==> src/rtl/pq_pkg.sv <==
// ============================================================================
// Module  : pq_pkg
// Brief   : Shared HWPQ types: kv_t pairs, queue cells, operation codes.
// Revision: 1.0 - initial release
// ============================================================================
`default_nettype none

package pq_pkg;

    localparam int PQ_CAPACITY = 7;
    localparam int PQ_KEY_W    = 8;
    localparam int PQ_VAL_W    = 8;
    localparam int PQ_CNT_W    = $clog2(PQ_CAPACITY + 1);

    typedef struct packed {
        logic [PQ_KEY_W-1:0] key;
        logic [PQ_VAL_W-1:0] val;
    } kv_t;

    localparam logic [PQ_KEY_W-1:0] KEYINF   = '1;
    localparam kv_t                 KV_EMPTY = {KEYINF, {PQ_VAL_W{1'b0}}};

    typedef struct packed {
        logic valid;
        kv_t  kv;
    } pq_cell_t;

    localparam pq_cell_t PQ_CELL_EMPTY = {1'b0, KV_EMPTY};

    // Operation already qualified against full/empty by the top level.
    typedef enum logic [1:0] {
        OP_HOLD = 2'd0,
        OP_INS  = 2'd1,
        OP_REM  = 2'd2,
        OP_REP  = 2'd3
    } pq_op_e;

    function automatic logic key_lt(input kv_t a, input kv_t b);
        return a.key < b.key;
    endfunction

endpackage : pq_pkg

`default_nettype wire

==> src/rtl/pq_cell.sv <==
// ============================================================================
// Module  : pq_cell
// Brief   : Next-state logic of one queue slot (insert/remove/replace).
// Revision: 1.0 - initial release
// ============================================================================
`default_nettype none

module pq_cell
    import pq_pkg::*;
#(
    parameter bit HEAD = 1'b0
) (
    input  pq_cell_t i_cur,
    input  pq_cell_t i_lo,
    input  pq_cell_t i_up,
    input  kv_t      i_kvi,
    input  pq_op_e   i_op,
    input  logic     i_lo_ins,
    output logic     o_ins,
    output pq_cell_t o_next
);

    logic     w_ins;
    logic     w_up_ins;
    pq_cell_t w_new;

    // Strict compare keeps equal keys in arrival order.
    assign w_ins    = !i_cur.valid || key_lt(i_kvi, i_cur.kv);
    assign w_up_ins = !i_up.valid  || key_lt(i_kvi, i_up.kv);
    assign w_new    = {1'b1, i_kvi};
    assign o_ins    = w_ins;

    always_comb begin
        o_next = i_cur;
        unique case (i_op)
            OP_INS: begin
                if (i_lo_ins) begin
                    o_next = i_lo;
                end else if (w_ins) begin
                    o_next = w_new;
                end
            end
            OP_REM: o_next = i_up;
            // Head is being removed, so it never counts as an insert point holder.
            OP_REP: begin
                if (!w_up_ins) begin
                    o_next = i_up;
                end else if (HEAD || !w_ins) begin
                    o_next = w_new;
                end
            end
            default: o_next = i_cur;
        endcase
    end

endmodule : pq_cell

`default_nettype wire

==> src/rtl/pq_shift_array.sv <==
// ============================================================================
// Module  : pq_shift_array
// Brief   : Shift-register priority queue, min key at head, 1 op/cycle.
//           Define PQ_DROP_MAX_EN to let inserts on a full queue evict the max.
// Revision: 1.0 - initial release
// ============================================================================
`default_nettype none

module pq_shift_array
    import pq_pkg::*;
#(
    parameter int CAP   = PQ_CAPACITY,
    parameter int CNT_W = $clog2(CAP + 1)
) (
    input  logic             clk,
    input  logic             rst_n,
    input  logic             enq,
    input  kv_t              kvi,
    input  logic             deq,
    output kv_t              kvo,
    output logic             empty,
    output logic             full,
    output logic [CNT_W-1:0] count,
    output logic             drop
);

    pq_cell_t         r_cell [CAP];
    pq_cell_t         w_next [CAP];
    logic [CAP-1:0]   w_ins;
    logic [CNT_W-1:0] r_count;
    logic             w_full;
    logic             w_empty;
    logic             w_ins_ok;
    pq_op_e           w_op;

    assign w_full  = (r_count == CNT_W'(CAP));
    assign w_empty = (r_count == '0);

`ifdef PQ_DROP_MAX_EN
    assign w_ins_ok = 1'b1;
`else
    assign w_ins_ok = !w_full;
`endif

    always_comb begin
        w_op = OP_HOLD;
        if (enq && deq && !w_empty) begin
            w_op = OP_REP;
        end else if (enq && w_ins_ok) begin
            w_op = OP_INS;
        end else if (deq && !w_empty) begin
            w_op = OP_REM;
        end
    end

    for (genvar i = 0; i < CAP; i++) begin : g_cell
        pq_cell_t w_lo;
        pq_cell_t w_up;
        logic     w_lo_ins;

        if (i == 0) begin : g_lo_head
            assign w_lo     = PQ_CELL_EMPTY;
            assign w_lo_ins = 1'b0;
        end else begin : g_lo_body
            assign w_lo     = r_cell[i-1];
            assign w_lo_ins = w_ins[i-1];
        end

        if (i == CAP - 1) begin : g_up_top
            assign w_up = PQ_CELL_EMPTY;
        end else begin : g_up_body
            assign w_up = r_cell[i+1];
        end

        pq_cell #(
            .HEAD (i == 0)
        ) u_cell (
            .i_cur    (r_cell[i]),
            .i_lo     (w_lo),
            .i_up     (w_up),
            .i_kvi    (kvi),
            .i_op     (w_op),
            .i_lo_ins (w_lo_ins),
            .o_ins    (w_ins[i]),
            .o_next   (w_next[i])
        );
    end

    always_ff @(posedge clk or negedge rst_n) begin
        if (!rst_n) begin
            for (int i = 0; i < CAP; i++) begin
                r_cell[i] <= PQ_CELL_EMPTY;
            end
            r_count <= '0;
        end else begin
            for (int i = 0; i < CAP; i++) begin
                r_cell[i] <= w_next[i];
            end
            if (w_op == OP_INS && !w_full) begin
                r_count <= r_count + CNT_W'(1);
            end else if (w_op == OP_REM) begin
                r_count <= r_count - CNT_W'(1);
            end
        end
    end

`ifdef PQ_DROP_MAX_EN
    logic r_drop;

    // Full insert without deq always discards exactly one pair (old max or kvi).
    always_ff @(posedge clk or negedge rst_n) begin
        if (!rst_n) begin
            r_drop <= 1'b0;
        end else begin
            r_drop <= enq && !deq && w_full;
        end
    end

    assign drop = r_drop;
`else
    assign drop = 1'b0;
`endif

    assign kvo   = r_cell[0].valid ? r_cell[0].kv : KV_EMPTY;
    assign count = r_count;
    assign full  = w_full;
    assign empty = w_empty;

endmodule : pq_shift_array

`default_nettype wire

==> config.mk <==
export PLATFORM = sky130hd
export DESIGN_NAME = pq_shift_array
export DESIGN_NICKNAME = d
export VERILOG_FILES = /design/src/rtl/pq_pkg.sv /design/src/rtl/pq_cell.sv /design/src/rtl/pq_shift_array.sv
export SDC_FILE = /design/constraint.sdc
export NUM_CORES = 1
export LEC_CHECK = 0
export CORE_MARGIN = 5
export CORE_UTILIZATION = 38
export CTS_BUF_LIST = sky130_fd_sc_hd__clkbuf_4
export DETAILED_ROUTE_END_ITERATION = 10
export DONT_BUFFER_PORTS = 1
export HOLD_SLACK_MARGIN = 0.15
export PLACE_DENSITY = 0.63
export SETUP_SLACK_MARGIN = 0.1
export SLEW_MARGIN = 10
export SYNTH_ARGS = -nofsm -noshare
export SYNTH_HDL_FRONTEND = slang
export SYNTH_SLANG_ARGS = --single-unit
==> constraint.sdc <==
create_clock -name clk -period 5.7 [get_ports clk]
set_input_delay 0.57 -clock clk [delete_from_list [all_inputs] [get_ports clk]]
set_output_delay 0.57 -clock clk [all_outputs]
set_load 0.005 [all_outputs]
==> metrics.txt, run 1 <==
# TYPE chip_impl_metric gauge
chip_impl_info{name="status",value="finished, final reports clean"} 1
chip_impl_metric{name="min_period_over_period",unit="%"} 67.3
chip_impl_metric{name="drt.antenna.violating_nets",unit=""} 0
chip_impl_metric{name="synth_xor_area_share",unit="%"} 0.209
chip_impl_metric{name="fp.dieW",unit="um"} 159
chip_impl_metric{name="worst_path_largest_cell_delay",unit="ns"} 0.92
chip_impl_metric{name="core",unit="sq um"} 21800
chip_impl_metric{name="netlist-cell-type-count",unit=""} 61
chip_impl_metric{name="logic_pwr_share",unit="%"} 53.1
chip_impl_metric{name="syn-instance-count",unit=""} 898
chip_impl_info{name="largest_family_of_logic_cells_by_synthesized_area",value="compound AO/OA/AOI/OAI gates"} 1
chip_impl_metric{name="grt_first_pass_wirelength",unit="um"} 36000
chip_impl_metric{name="setup_viol",unit=""} 0
chip_impl_metric{name="setup_tns",unit="ns"} 0
chip_impl_metric{name="final.fill_count",unit=""} 2174
chip_impl_metric{name="netSwitchingPower",unit="mW"} 2.32
chip_impl_info{name="grt_setup_unrepaired",value="no"} 1
chip_impl_info{name="setup.worst_path.class",value="register to register"} 1
chip_impl_metric{name="grt.overflow.total",unit=""} 0
chip_impl_metric{name="route.detailed.vias_per_inst",unit=""} 5.72
chip_impl_metric{name="post_route_cells_drive_above_1_share",unit="%"} 18.7
chip_impl_metric{name="max_freq",unit="GHz"} 0.261
chip_impl_metric{name="pwr-share-clk",unit="%"} 11.5
chip_impl_info{name="synth.most_common_cell",value="sky130_fd_sc_hd__nand2_1"} 1
chip_impl_metric{name="grt_max_degree",unit=""} 123
chip_impl_info{name="tritoncts_clock_tree",value="yes"} 1
chip_impl_info{name="hold_class",value="input port to register"} 1
chip_impl_info{name="ys_dominant_reg_cell",value="sky130_fd_sc_hd__dfrtp_1"} 1
chip_impl_metric{name="synth_seq_cells",unit=""} 122
chip_impl_metric{name="gpl.final_weighted_congestion",unit=""} 0.796
chip_impl_info{name="crit_path_end_kind",value="register"} 1
chip_impl_metric{name="critical_path_peak_fanout",unit=""} 17
chip_impl_metric{name="timing.reg2reg.setup_slack",unit="ns"} 1.87
chip_impl_metric{name="period_minus_slack",unit="ns"} 3.83
chip_impl_info{name="post_synth_most_frequent_cells",value="sky130_fd_sc_hd__nand2_1, sky130_fd_sc_hd__mux2i_1, sky130_fd_sc_hd__dfrtp_1"} 1
chip_impl_metric{name="final-max-slew-violation-count",unit=""} 0
chip_impl_metric{name="cp_data_required_time",unit="ns"} 6.13
chip_impl_metric{name="postCtsSetupRepairBufs",unit=""} 0
chip_impl_metric{name="cts_repair_resize_count",unit=""} 0
chip_impl_info{name="yosys.area.top_type",value="sky130_fd_sc_hd__dfrtp_1"} 1
chip_impl_metric{name="synth_area",unit="sq um"} 8400
chip_impl_info{name="synth.top_cells.by_area",value="sky130_fd_sc_hd__dfrtp_1, sky130_fd_sc_hd__dfstp_2, sky130_fd_sc_hd__mux2i_1"} 1
chip_impl_metric{name="critical_path_at",unit="ns"} 4.26
chip_impl_metric{name="initial_utilization",unit="%"} 38.5
chip_impl_metric{name="vdd_ir_drop_max",unit="mV"} 0.224
chip_impl_metric{name="final_hold_violation_count",unit=""} 0
chip_impl_metric{name="layout-area-overhead-vs-synth",unit="%"} 5.57
chip_impl_metric{name="number_of_buffers_inserted_during_clock_tree_synthesis",unit=""} 17
chip_impl_metric{name="vias",unit=""} 6657
chip_impl_metric{name="synth_enable_flop_cells",unit=""} 0
chip_impl_metric{name="final_worst_slack",unit="ns"} 1.87
chip_impl_info{name="worstSetupStartpoint",value="g_cell[4].w_up[14]$_DFFE_PN1P_"} 1
chip_impl_metric{name="wl",unit="um"} 22100
chip_impl_metric{name="track_usage",unit="%"} 17.9
chip_impl_metric{name="slew_at_the_pin_closest_to_its_max_slew_limit",unit="ns"} 1.16
chip_impl_metric{name="synth-async-reset-ratio",unit="%"} 100
chip_impl_metric{name="ys_seq_area_share",unit="%"} 37.2
chip_impl_metric{name="power.sequential.fraction",unit="%"} 35.4
chip_impl_metric{name="slew_headroom",unit="%"} 22.9
chip_impl_metric{name="synth-warning-count",unit=""} 0
chip_impl_metric{name="vias_in_the_first_global_route",unit=""} 6851
chip_impl_metric{name="final_net_count",unit=""} 938
chip_impl_info{name="cts_root_buf",value="sky130_fd_sc_hd__clkbuf_4"} 1
chip_impl_metric{name="synth_nets",unit=""} 968
chip_impl_info{name="rr_startpoint",value="g_cell[4].w_up[14]$_DFFE_PN1P_"} 1
chip_impl_metric{name="drv_cap",unit=""} 0
chip_impl_info{name="worst_setup_path_endpoint",value="g_cell[3].w_up[5]$_DFFE_PN0P_"} 1
chip_impl_metric{name="power_leakage",unit="nW"} 3.83
chip_impl_metric{name="post_synth_top_area_share",unit="%"} 19.7
chip_impl_metric{name="r2r.worst_path.cells",unit=""} 8
chip_impl_metric{name="syn_area_per_cell",unit="sq um"} 9.35
chip_impl_metric{name="dp_hpwl",unit="um"} 15800
chip_impl_metric{name="pre_cts_ws",unit="ns"} 1.94
chip_impl_metric{name="cts_hold_repair.buffers",unit=""} 5
chip_impl_metric{name="yosys.area_share.simple",unit="%"} 9.35
chip_impl_metric{name="pwr_per_cell_area",unit="nW/um^2"} 599
chip_impl_metric{name="complex_gate_fraction_of_the_synthesized_area",unit="%"} 20.7
chip_impl_metric{name="die-area",unit="sq um"} 25200
chip_impl_metric{name="io_pins",unit=""} 42
chip_impl_info{name="timing.critical_path.slowest_stage_cell",value="sky130_fd_sc_hd__o2bb2ai_2"} 1
chip_impl_metric{name="detail_route.drc_violations",unit=""} 0
chip_impl_metric{name="synth-adder-area-share",unit="%"} 7.54
chip_impl_metric{name="first_pass_iters",unit=""} 5
chip_impl_metric{name="worst_setup_hold_path_clk_slew",unit="ns"} 0.11
chip_impl_info{name="cell_chain_of_the_critical_path",value="inv_1 -> ha_1 -> a41oi_1 -> o21ai_0 -> a22oi_1 -> nand2_1 -> o2bb2ai_2 -> mux2_2"} 1
chip_impl_metric{name="internal_dissipation",unit="mW"} 2.99
chip_impl_metric{name="finClkSkew",unit="ns"} 0.0252
chip_impl_metric{name="power.share.switching",unit="%"} 43.6
chip_impl_metric{name="clock_insertion_delay_worst_skew",unit="ns"} 0.56
chip_impl_metric{name="die-height",unit="um"} 159
chip_impl_info{name="timing.rr.end",value="g_cell[3].w_up[5]$_DFFE_PN0P_"} 1
chip_impl_metric{name="numClockSinks",unit=""} 122
chip_impl_metric{name="placementRows",unit=""} 54
chip_impl_metric{name="cts.htree.levels",unit=""} 4
chip_impl_metric{name="post_drt_wl_per_cell",unit="um"} 19.0
chip_impl_info{name="cp_startpoint_kind",value="register"} 1
chip_impl_metric{name="initial_antenna_violation_count",unit=""} 1
chip_impl_metric{name="max-clock-path-buffers",unit=""} 2
chip_impl_metric{name="drt_first_iter_violations",unit=""} 401
chip_impl_metric{name="synth.mux.area_fraction",unit="%"} 18.7
chip_impl_metric{name="portBuffers",unit=""} 0
area by class of cell:
cell class | instances | area, sq um | share of cell area [%]
Antenna cell | 2 | 5.00 | 0.0564
Clock buffer | 21 | 158 | 1.78
Clock inverter | 11 | 105 | 1.19
Inverter | 61 | 229 | 2.58
Multi-Input combinational cell | 651 | 4750 | 53.6
Sequential cell | 122 | 3120 | 35.2
Tap cell | 280 | 350 | 3.95
Timing Repair Buffer | 15 | 143 | 1.61
cell families after synthesis:
family	count (synthesis)
AO/OA/AOI/OAI	264
AND/OR/NAND/NOR	186
multiplexers	148
buffers and inverters	125
flip-flops	122
adder cells (fa/ha/maj)	50
XOR/XNOR	2
other	1
worst min path at each step:
stage | depth (start not counted) | endpoint | start | slack (ns)
final | 2 | g_cell[2].w_up[12]$_DFFE_PN1P_ | kvi[12] | 0.18
after global routing | 2 | g_cell[2].w_up[14]$_DFFE_PN1P_ | kvi[14] | 0.15
after CTS | 2 | g_cell[2].w_up[12]$_DFFE_PN1P_ | kvi[12] | 0.16
after detailed placement | 0 | g_cell[1].w_lo[3]$_DFFE_PN0P_ | rst_n | 0.28
after global placement | 0 | g_cell[1].w_lo[4]$_DFFE_PN0P_ | rst_n | 0.28
after floorplan | 0 | count[0]$_DFFE_PN0P_ | rst_n | 0.27
state kept, by name, summed over array words and instances (netlist names):
register	flops
g_cell.w_lo	17
g_cell.w_up	102
count	3
metal layers:
metal  vias up  track usage (%)  wire length [um]
met5         -                0                 0
met1      3312             23.6             10100
met2       131             30.1             10700
met4         0             3.94               265
met3        25             4.21               967
li1       3189                -                 -
stage by stage:
step / util (%) / cell area, sq um / power, mW / std cells / hold slack, ns
final: 40.6 / 8870 / 5.31 / 1163 / 0.181
after global routing: 40.6 / 8870 / 5.77 / 1163 / 0.154
after CTS: 40.6 / 8860 / 5.34 / 1161 / 0.155
after detailed placement: 39.1 / 8530 / 4.70 / 1124 / 0.280
after global placement: 39.1 / 8530 / 4.61 / 1124 / 0.282
after floorplan: - / 8400 / 4.05 / 898 / 0.274
cells in the final DEF, fill, tap and decap left out, drive strengths merged, types with 16 or more instances in the layout:
cell type / n
nand2: 97
mux2i: 79
mux2: 69
dfrtp: 66
o22ai: 65
a21oi: 61
inv: 60
dfstp: 56
nor2: 51
ha: 49
o21ai: 47
o31ai: 30
clkbuf: 21
a22oi: 16
power groups by stage:
stage / logic, mW / registers, mW / clock network [mW]
floorplan: 2.32 / 1.74 / 0
global placement: 2.73 / 1.89 / 0
detailed placement: 2.81 / 1.89 / 0
CTS: 2.84 / 1.88 / 0.626
global route: 3.16 / 1.94 / 0.662
finish: 2.82 / 1.88 / 0.613
critical path, delay by kind of cell (launching register included):
family,cells,cell delay (ns)
mux,1,0.42
compound gates,4,1.86
flops,1,0.56
buf+inv,1,0.06
fa+ha+maj,1,0.30
simple gates,1,0.52
Note: power is estimated with default switching activity, not from simulation.
==> run 2, diff against run 1 <==
--- a/config.mk
+++ b/config.mk
@@ -11,7 +11,7 @@
 export DETAILED_ROUTE_END_ITERATION = 10
 export DONT_BUFFER_PORTS = 1
 export HOLD_SLACK_MARGIN = 0.15
-export PLACE_DENSITY = 0.63
+export PLACE_DENSITY = 0.65
 export SETUP_SLACK_MARGIN = 0.1
 export SLEW_MARGIN = 10
 export SYNTH_ARGS = -nofsm -noshare
==> constraint.sdc (replaced) <==
create_clock -name clk -period 3.5 [get_ports clk]
set_input_delay 0.35 -clock clk [delete_from_list [all_inputs] [get_ports clk]]
set_output_delay 0.35 -clock clk [all_outputs]
set_load 0.005 [all_outputs]
==> run 2 against run 1 <==
Net effect: non-clock buffer count is 34 higher; largest cell class unchanged; clock power is 110% higher; setup slack worse by 1.5 ns; first-iteration DRC count is 8.2% higher; critical endpoint is now g_cell[3].w_up[2]$_DFFE_PN0P_.
==> metrics.txt, run 2 (same netlist as run 1, synthesis figures left out) <==
# TYPE chip_impl_metric gauge
chip_impl_metric{name="initial_utilization",unit="%"} 38.5
chip_impl_metric{name="min_period_over_period",unit="%"} 89.3
chip_impl_metric{name="placed_cell_area",unit="sq um"} 8680
chip_impl_info{name="cell_chain_of_the_critical_path",value="inv_1 -> ha_1 -> a211o_1 -> a31oi_1 -> o31ai_1 -> o21a_1 -> o2bb2ai_2 -> mux2_2"} 1
chip_impl_metric{name="placementRows",unit=""} 54
chip_impl_info{name="cts_root_buf",value="sky130_fd_sc_hd__clkbuf_4"} 1
chip_impl_metric{name="die-height",unit="um"} 159
chip_impl_metric{name="max-clock-path-buffers",unit=""} 2
chip_impl_metric{name="cts.htree.levels",unit=""} 4
chip_impl_metric{name="die-area",unit="sq um"} 25200
chip_impl_metric{name="drv_cap",unit=""} 0
chip_impl_info{name="crit_path_end_kind",value="register"} 1
chip_impl_info{name="final_common_cell",value="sky130_fd_sc_hd__nand2_1"} 1
chip_impl_metric{name="first_pass_iters",unit=""} 5
chip_impl_metric{name="internal_dissipation",unit="mW"} 5.26
chip_impl_metric{name="max_freq",unit="GHz"} 0.320
chip_impl_metric{name="vias",unit=""} 6930
chip_impl_metric{name="track_usage",unit="%"} 19.3
chip_impl_info{name="grt_setup_unrepaired",value="no"} 1
chip_impl_metric{name="post_route_cells_drive_above_1_share",unit="%"} 20.3
chip_impl_info{name="setup.worst_path.class",value="register to register"} 1
chip_impl_metric{name="layout-area-overhead-vs-synth",unit="%"} 10.5
chip_impl_info{name="tritoncts_clock_tree",value="yes"} 1
chip_impl_metric{name="grt_max_degree",unit=""} 123
chip_impl_info{name="cp_startpoint_kind",value="register"} 1
chip_impl_metric{name="postCtsSetupRepairBufs",unit=""} 0
chip_impl_metric{name="holdPathStages",unit=""} 3
chip_impl_metric{name="core",unit="sq um"} 21800
chip_impl_metric{name="worst_path_largest_cell_delay",unit="ns"} 0.78
chip_impl_metric{name="portBuffers",unit=""} 0
chip_impl_metric{name="final_net_count",unit=""} 972
chip_impl_metric{name="critical_path_at",unit="ns"} 3.57
chip_impl_metric{name="slew_headroom",unit="%"} 35.6
chip_impl_metric{name="netSwitchingPower",unit="mW"} 3.90
chip_impl_metric{name="setup_viol",unit=""} 0
chip_impl_metric{name="numClockSinks",unit=""} 122
chip_impl_metric{name="pwr_per_cell_area",unit="nW/um^2"} 987
chip_impl_metric{name="route.detailed.vias_per_inst",unit=""} 5.80
chip_impl_metric{name="fp.dieW",unit="um"} 159
chip_impl_metric{name="power.sequential.fraction",unit="%"} 33.4
chip_impl_metric{name="post_drt_wl_per_cell",unit="um"} 19.7
chip_impl_metric{name="power_leakage",unit="nW"} 4.04
chip_impl_metric{name="finClkSkew",unit="ns"} 0.0235
chip_impl_metric{name="detail_route.drc_violations",unit=""} 0
chip_impl_metric{name="power.share.switching",unit="%"} 42.6
chip_impl_metric{name="slew_at_the_pin_closest_to_its_max_slew_limit",unit="ns"} 0.960
chip_impl_metric{name="number_of_buffers_inserted_during_clock_tree_synthesis",unit=""} 17
chip_impl_metric{name="finish.instance_area",unit="sq um"} 9280
chip_impl_metric{name="grt.overflow.total",unit=""} 0
chip_impl_metric{name="cp_data_required_time",unit="ns"} 3.95
chip_impl_metric{name="drt_first_iter_violations",unit=""} 434
chip_impl_metric{name="final-max-slew-violation-count",unit=""} 0
chip_impl_metric{name="vdd_ir_drop_max",unit="mV"} 0.639
chip_impl_metric{name="fin_hold_ws",unit="ns"} 0.168
chip_impl_metric{name="initial_antenna_violation_count",unit=""} 0
chip_impl_metric{name="final_hold_violation_count",unit=""} 0
chip_impl_metric{name="critical_path_peak_fanout",unit=""} 17
chip_impl_metric{name="r2r.worst_path.cells",unit=""} 8
chip_impl_metric{name="gpl.final_weighted_congestion",unit=""} 0.834
chip_impl_metric{name="period_minus_slack",unit="ns"} 3.13
chip_impl_info{name="hold_class",value="input port to register"} 1
chip_impl_metric{name="dp_hpwl",unit="um"} 15800
chip_impl_metric{name="setup_tns",unit="ns"} 0
chip_impl_metric{name="grt_first_pass_wirelength",unit="um"} 38300
chip_impl_metric{name="n_antenna_cell",unit=""} 0
chip_impl_info{name="status",value="finished, final reports clean"} 1
chip_impl_metric{name="clock_insertion_delay_worst_skew",unit="ns"} 0.57
chip_impl_metric{name="pwr-share-clk",unit="%"} 14.3
chip_impl_metric{name="drt.antenna.violating_nets",unit=""} 0
chip_impl_metric{name="final.fill_count",unit=""} 2130
chip_impl_metric{name="worst_setup_hold_path_clk_slew",unit="ns"} 0.13
chip_impl_info{name="timing.critical_path.slowest_stage_cell",value="sky130_fd_sc_hd__o2bb2ai_2"} 1
chip_impl_metric{name="wl",unit="um"} 23500
chip_impl_metric{name="flip_flop_count_of_the_largest_register_all_copies_and_words_added",unit=""} 102
chip_impl_metric{name="vias_in_the_first_global_route",unit=""} 7177
chip_impl_info{name="most-common-layout-cells",value="sky130_fd_sc_hd__nand2_1, sky130_fd_sc_hd__mux2i_1, sky130_fd_sc_hd__dfrtp_1"} 1
chip_impl_metric{name="io_pins",unit=""} 42
chip_impl_metric{name="logic_pwr_share",unit="%"} 52.3
-- run 2: changes by cell type in the layout (fill, tap and decap cells not counted) --
| cell | previous run | this run |
|---|---|---|
| sky130_fd_sc_hd__clkinv_1 | 5 | 2 |
| sky130_fd_sc_hd__diode_2 | 2 | 0 |
| sky130_fd_sc_hd__clkinv_4 | 0 | 2 |
| sky130_fd_sc_hd__dlygate4sd3_1 | 4 | 20 |
| sky130_fd_sc_hd__inv_6 | 0 | 3 |
| sky130_fd_sc_hd__bufinv_16 | 2 | 6 |
| sky130_fd_sc_hd__clkbuf_4 | 21 | 17 |
| sky130_fd_sc_hd__clkinvlp_4 | 2 | 1 |
| sky130_fd_sc_hd__clkinv_2 | 3 | 2 |
| sky130_fd_sc_hd__buf_12 | 0 | 1 |
| sky130_fd_sc_hd__buf_4 | 10 | 27 |
-- run 2: through the flow --
stage / util (%) / power, mW / setup WS (ns) / cells
6_report: 42.5 / 9.16 / 0.374 / 1195
4_1_cts: 42.5 / 9.17 / 0.407 / 1194
3_3_place_gp: 39.8 / 7.61 / 0.482 / 1142
2_1_floorplan: - / 6.60 / 0.697 / 898
3_5_place_dp: 39.8 / 7.76 / 0.424 / 1142
5_1_grt: 42.5 / 9.91 / 0.240 / 1195
-- run 2: area by class of cell --
| cell class | count | area [sq um] | area share, % |
|---|---|---|---|
| multi-input combinational | 651 | 4750 | 51.2 |
| tap | 280 | 350 | 3.78 |
| timing repair buffer | 49 | 450 | 4.85 |
| sequential | 122 | 3120 | 33.7 |
| clock inverter | 15 | 245 | 2.64 |
| clock buffer | 17 | 128 | 1.38 |
| inverter | 61 | 229 | 2.47 |
-- run 2: repair_timing --
| item | in CTS | in global routing |
|---|---|---|
| endpoints found under the hold margin | 235 | 1 |
| gates resized for setup | 0 | 0 |
| hold buffers | 20 | 1 |
-- run 2: path summary, 6_finish.rpt --
kind                                                      from                             end  slack [ns]
worst min-delay path                                    kvi[0]   g_cell[0].w_up[0]$_DFFE_PN0P_        0.17
min in group asynchronous                                rst_n   g_cell[2].w_up[4]$_DFFE_PN0P_        0.44
worst max register to register  g_cell[3].w_up[10]$_DFFE_PN1P_   g_cell[3].w_up[2]$_DFFE_PN0P_        0.37
worst min register to register  g_cell[2].w_up[12]$_DFFE_PN1P_  g_cell[2].w_up[12]$_DFFE_PN1P_        0.49
worst max-delay path            g_cell[3].w_up[10]$_DFFE_PN1P_   g_cell[3].w_up[2]$_DFFE_PN0P_        0.37
max in group asynchronous                                rst_n  g_cell[2].w_up[16]$_DFFE_PN0P_        2.59
-- run 2: power by group through the flow --
stage	registers, mW	clock network (mW)	logic (mW)
global placement	3.07	0	4.55
finish	3.06	1.31	4.79
global route	3.16	1.40	5.35
floorplan	2.83	0	3.77
CTS	3.05	1.34	4.79
detailed placement	3.07	0	4.69
-- run 2: worst max-delay path: cells and delay by family (launching register included) --
kind | cells | cell delay (ns)
DFF | 1 | 0.57
muxes | 1 | 0.42
buffers and inverters | 1 | 0.05
AOI/OAI and AO/OA | 5 | 1.69
adders and majority gates | 1 | 0.28
-- run 2: routing by layer --
| layer | global-route usage [%] | up-vias | wire length, um |
|---|---|---|---|
| li1 | - | 3268 | - |
| met5 | 0 | - | 0 |
| met3 | 3.48 | 45 | 1030 |
| met1 | 25.1 | 3440 | 10300 |
| met4 | 5.73 | 0 | 449 |
| met2 | 32.8 | 177 | 11700 |
==> run 3, diff against run 2 <==
--- a/config.mk
+++ b/config.mk
@@ -6,12 +6,12 @@
 export NUM_CORES = 1
 export LEC_CHECK = 0
 export CORE_MARGIN = 5
-export CORE_UTILIZATION = 38
+export CORE_UTILIZATION = 60
 export CTS_BUF_LIST = sky130_fd_sc_hd__clkbuf_4
 export DETAILED_ROUTE_END_ITERATION = 10
 export DONT_BUFFER_PORTS = 1
 export HOLD_SLACK_MARGIN = 0.15
-export PLACE_DENSITY = 0.65
+export PLACE_DENSITY = 0.9
 export SETUP_SLACK_MARGIN = 0.1
 export SLEW_MARGIN = 10
 export SYNTH_ARGS = -nofsm -noshare
==> run 3 against run 2 <==
Net effect: register-to-register slack got worse by 0.13 ns; sequential share of layout area rose by 0.72 points; critical path type unchanged; design area fell by 2.1%; clock power fell by 15%.
==> metrics.txt, run 3 (same netlist as run 1, synthesis figures left out) <==
# TYPE chip_impl_metric gauge
chip_impl_metric{name="clock_insertion_delay_worst_skew",unit="ns"} 0.60
chip_impl_metric{name="slew_at_the_pin_closest_to_its_max_slew_limit",unit="ns"} 1.22
chip_impl_metric{name="worst_path_largest_cell_delay",unit="ns"} 0.84
chip_impl_metric{name="worstPathBufferInverterCount",unit=""} 1
chip_impl_metric{name="max_freq",unit="GHz"} 0.307
chip_impl_info{name="cts_root_buf",value="sky130_fd_sc_hd__clkbuf_4"} 1
chip_impl_metric{name="grt_max_degree",unit=""} 123
chip_impl_info{name="cell_chain_of_the_critical_path",value="inv_1 -> ha_1 -> a41oi_1 -> o21ai_0 -> a22oi_1 -> nand2_1 -> o2bb2ai_2 -> mux2_2"} 1
chip_impl_metric{name="placementRows",unit=""} 43
chip_impl_metric{name="io_pins",unit=""} 42
chip_impl_metric{name="post_drt_wl_per_cell",unit="um"} 21.5
chip_impl_metric{name="drt_first_iter_violations",unit=""} 1075
chip_impl_metric{name="initial_antenna_violation_count",unit=""} 1
chip_impl_metric{name="critical_path_at",unit="ns"} 3.74
chip_impl_metric{name="track_usage",unit="%"} 29.0
chip_impl_info{name="tritoncts_clock_tree",value="yes"} 1
chip_impl_metric{name="cts.htree.levels",unit=""} 4
chip_impl_metric{name="final_core_util",unit="%"} 65.7
chip_impl_metric{name="route.detailed.vias_per_inst",unit=""} 6.85
chip_impl_info{name="final_common_cell",value="sky130_fd_sc_hd__nand2_1"} 1
chip_impl_metric{name="pwr_per_cell_area",unit="nW/um^2"} 1000
chip_impl_metric{name="vias_in_the_first_global_route",unit=""} 7606
chip_impl_metric{name="grt_first_pass_wirelength",unit="um"} 38300
chip_impl_metric{name="wl",unit="um"} 23600
chip_impl_metric{name="final_worst_slack",unit="ns"} 0.240
chip_impl_metric{name="core",unit="sq um"} 13800
chip_impl_info{name="status",value="finished, final reports clean"} 1
chip_impl_metric{name="min_period_over_period",unit="%"} 93.1
chip_impl_info{name="most-common-layout-cells",value="sky130_fd_sc_hd__nand2_1, sky130_fd_sc_hd__mux2i_1, sky130_fd_sc_hd__dfrtp_1"} 1
chip_impl_metric{name="gpl.final_weighted_congestion",unit=""} 0.890
chip_impl_info{name="grt_setup_unrepaired",value="no"} 1
chip_impl_info{name="hold_class",value="input port to register"} 1
chip_impl_metric{name="period_minus_slack",unit="ns"} 3.26
chip_impl_metric{name="finClkSkew",unit="ns"} 0.0248
chip_impl_metric{name="grt.overflow.total",unit=""} 0
chip_impl_info{name="crit_path_end_kind",value="register"} 1
chip_impl_info{name="setup.worst_path.class",value="register to register"} 1
chip_impl_metric{name="numClockSinks",unit=""} 122
chip_impl_metric{name="detail_route.drc_violations",unit=""} 0
chip_impl_metric{name="drv_cap",unit=""} 0
chip_impl_metric{name="vdd_ir_drop_max",unit="mV"} 0.596
chip_impl_metric{name="number_of_buffers_inserted_during_clock_tree_synthesis",unit=""} 17
chip_impl_metric{name="post_route_cells_drive_above_1_share",unit="%"} 20.0
chip_impl_metric{name="first_pass_iters",unit=""} 6
chip_impl_metric{name="layout_cells_excl_fill",unit=""} 1095
chip_impl_metric{name="max-clock-path-buffers",unit=""} 2
chip_impl_metric{name="die-height",unit="um"} 128
chip_impl_metric{name="die-area",unit="sq um"} 16500
chip_impl_metric{name="slew_headroom",unit="%"} 18.7
chip_impl_info{name="cp_startpoint_kind",value="register"} 1
chip_impl_metric{name="final-max-slew-violation-count",unit=""} 0
chip_impl_metric{name="vias",unit=""} 7501
chip_impl_metric{name="dp_hpwl",unit="um"} 14900
chip_impl_metric{name="cp_data_required_time",unit="ns"} 3.98
chip_impl_info{name="timing.critical_path.max_delay_family",value="compound AO/OA/AOI/OAI gates"} 1
chip_impl_metric{name="setup_tns",unit="ns"} 0
chip_impl_metric{name="final.fill_count",unit=""} 973
chip_impl_metric{name="portBuffers",unit=""} 0
chip_impl_metric{name="final_net_count",unit=""} 970
chip_impl_metric{name="final_hold_violation_count",unit=""} 0
chip_impl_metric{name="power_leakage",unit="nW"} 4.00
chip_impl_metric{name="critical_path_peak_fanout",unit=""} 17
chip_impl_info{name="timing.critical_path.slowest_stage_cell",value="sky130_fd_sc_hd__o2bb2ai_2"} 1
chip_impl_metric{name="drt.antenna.violating_nets",unit=""} 0
chip_impl_metric{name="flip_flop_count_of_the_largest_register_all_copies_and_words_added",unit=""} 102
chip_impl_metric{name="placed_cells",unit=""} 1038
chip_impl_metric{name="fp.dieW",unit="um"} 128
chip_impl_metric{name="setup_viol",unit=""} 0
chip_impl_metric{name="layout-area-overhead-vs-synth",unit="%"} 8.16
chip_impl_metric{name="initial_utilization",unit="%"} 60.7
chip_impl_metric{name="worst_setup_hold_path_clk_slew",unit="ns"} 0.12
chip_impl_metric{name="pre_cts_ws",unit="ns"} 0.313
## run 3: cell count changes in the layout (fill, tap and decap cells not counted), sizes merged
cell / previous run / this run
buf: 29 / 25
bufinv: 6 / 3
clkbuf: 17 / 18
clkinv: 6 / 8
clkinvlp: 1 / 2
diode: 0 / 2
dlygate4sd3: 20 / 22
inv: 63 / 62
## run 3: power breakdown
group	internal (mW)	total, mW	leakage, nW	switching (mW)
logic	2.15	4.89	2.48	2.74
clock network	0.505	1.11	0.160	0.608
registers	2.39	3.09	1.35	0.703
## run 3: metal layers
layer	vias up	wire, um	global-route usage [%]
li1	3279	-	-
met3	129	2190	7.04
met5	-	0	0
met1	3597	9070	36.5
met2	496	11200	46.6
met4	0	1140	14.7
## run 3: through the flow
step           hold slack [ns]  area [sq um]  power (mW)
2_1_floorplan           0.0544          8400        6.60
5_1_grt                  0.168          9080        9.69
4_1_cts                  0.152          9040        8.89
3_5_place_dp            0.0672          8510        7.70
6_report                 0.200          9080        9.09
3_3_place_gp            0.0645          8510        7.44
## run 3: worst paths after layout
path | from | endpoint | slack (ns) | cells past startpoint
worst max-delay path | g_cell[4].w_up[15]$_DFFE_PN1P_ | g_cell[3].w_up[0]$_DFFE_PN0P_ | 0.24 | 8
worst min-delay path | enq | g_cell[3].w_up[8]$_DFFE_PN1P_ | 0.20 | 3
worst max register to register | g_cell[4].w_up[15]$_DFFE_PN1P_ | g_cell[3].w_up[0]$_DFFE_PN0P_ | 0.24 | 8
worst min register to register | g_cell[4].w_up[11]$_DFFE_PN1P_ | g_cell[4].w_up[11]$_DFFE_PN1P_ | 0.49 | 2
max in group asynchronous | rst_n | g_cell[0].w_up[3]$_DFFE_PN0P_ | 2.63 | 2
min in group asynchronous | rst_n | g_cell[5].w_up[16]$_DFFE_PN0P_ | 0.42 | 2
## run 3: area by class of cell
| class | instances | area [sq um] | area share, % |
|---|---|---|---|
| timing repair buffer | 47 | 428 | 4.71 |
| inverter | 61 | 229 | 2.52 |
| multi-input combinational | 651 | 4770 | 52.5 |
| clock buffer | 18 | 135 | 1.49 |
| clock inverter | 14 | 171 | 1.89 |
| sequential | 122 | 3120 | 34.4 |
| tap | 180 | 225 | 2.48 |
| antenna | 2 | 5.00 | 0.0551 |
## run 3: timing repair
| item | in CTS | in global routing |
|---|---|---|
| resized for setup | 0 | 1 |
| hold endpoints to repair | 238 | 3 |
| hold buffers | 20 | 3 |
| endpoints found under the setup margin | 0 | 3 |
| setup buffers | 0 | 0 |
## run 3: worst min-delay path, cell delays in order
cell and delay (ns):
sky130_fd_sc_hd__a211oi_1 0.05, sky130_fd_sc_hd__a211oi_1 0.18, sky130_fd_sc_hd__mux2_2 0.18
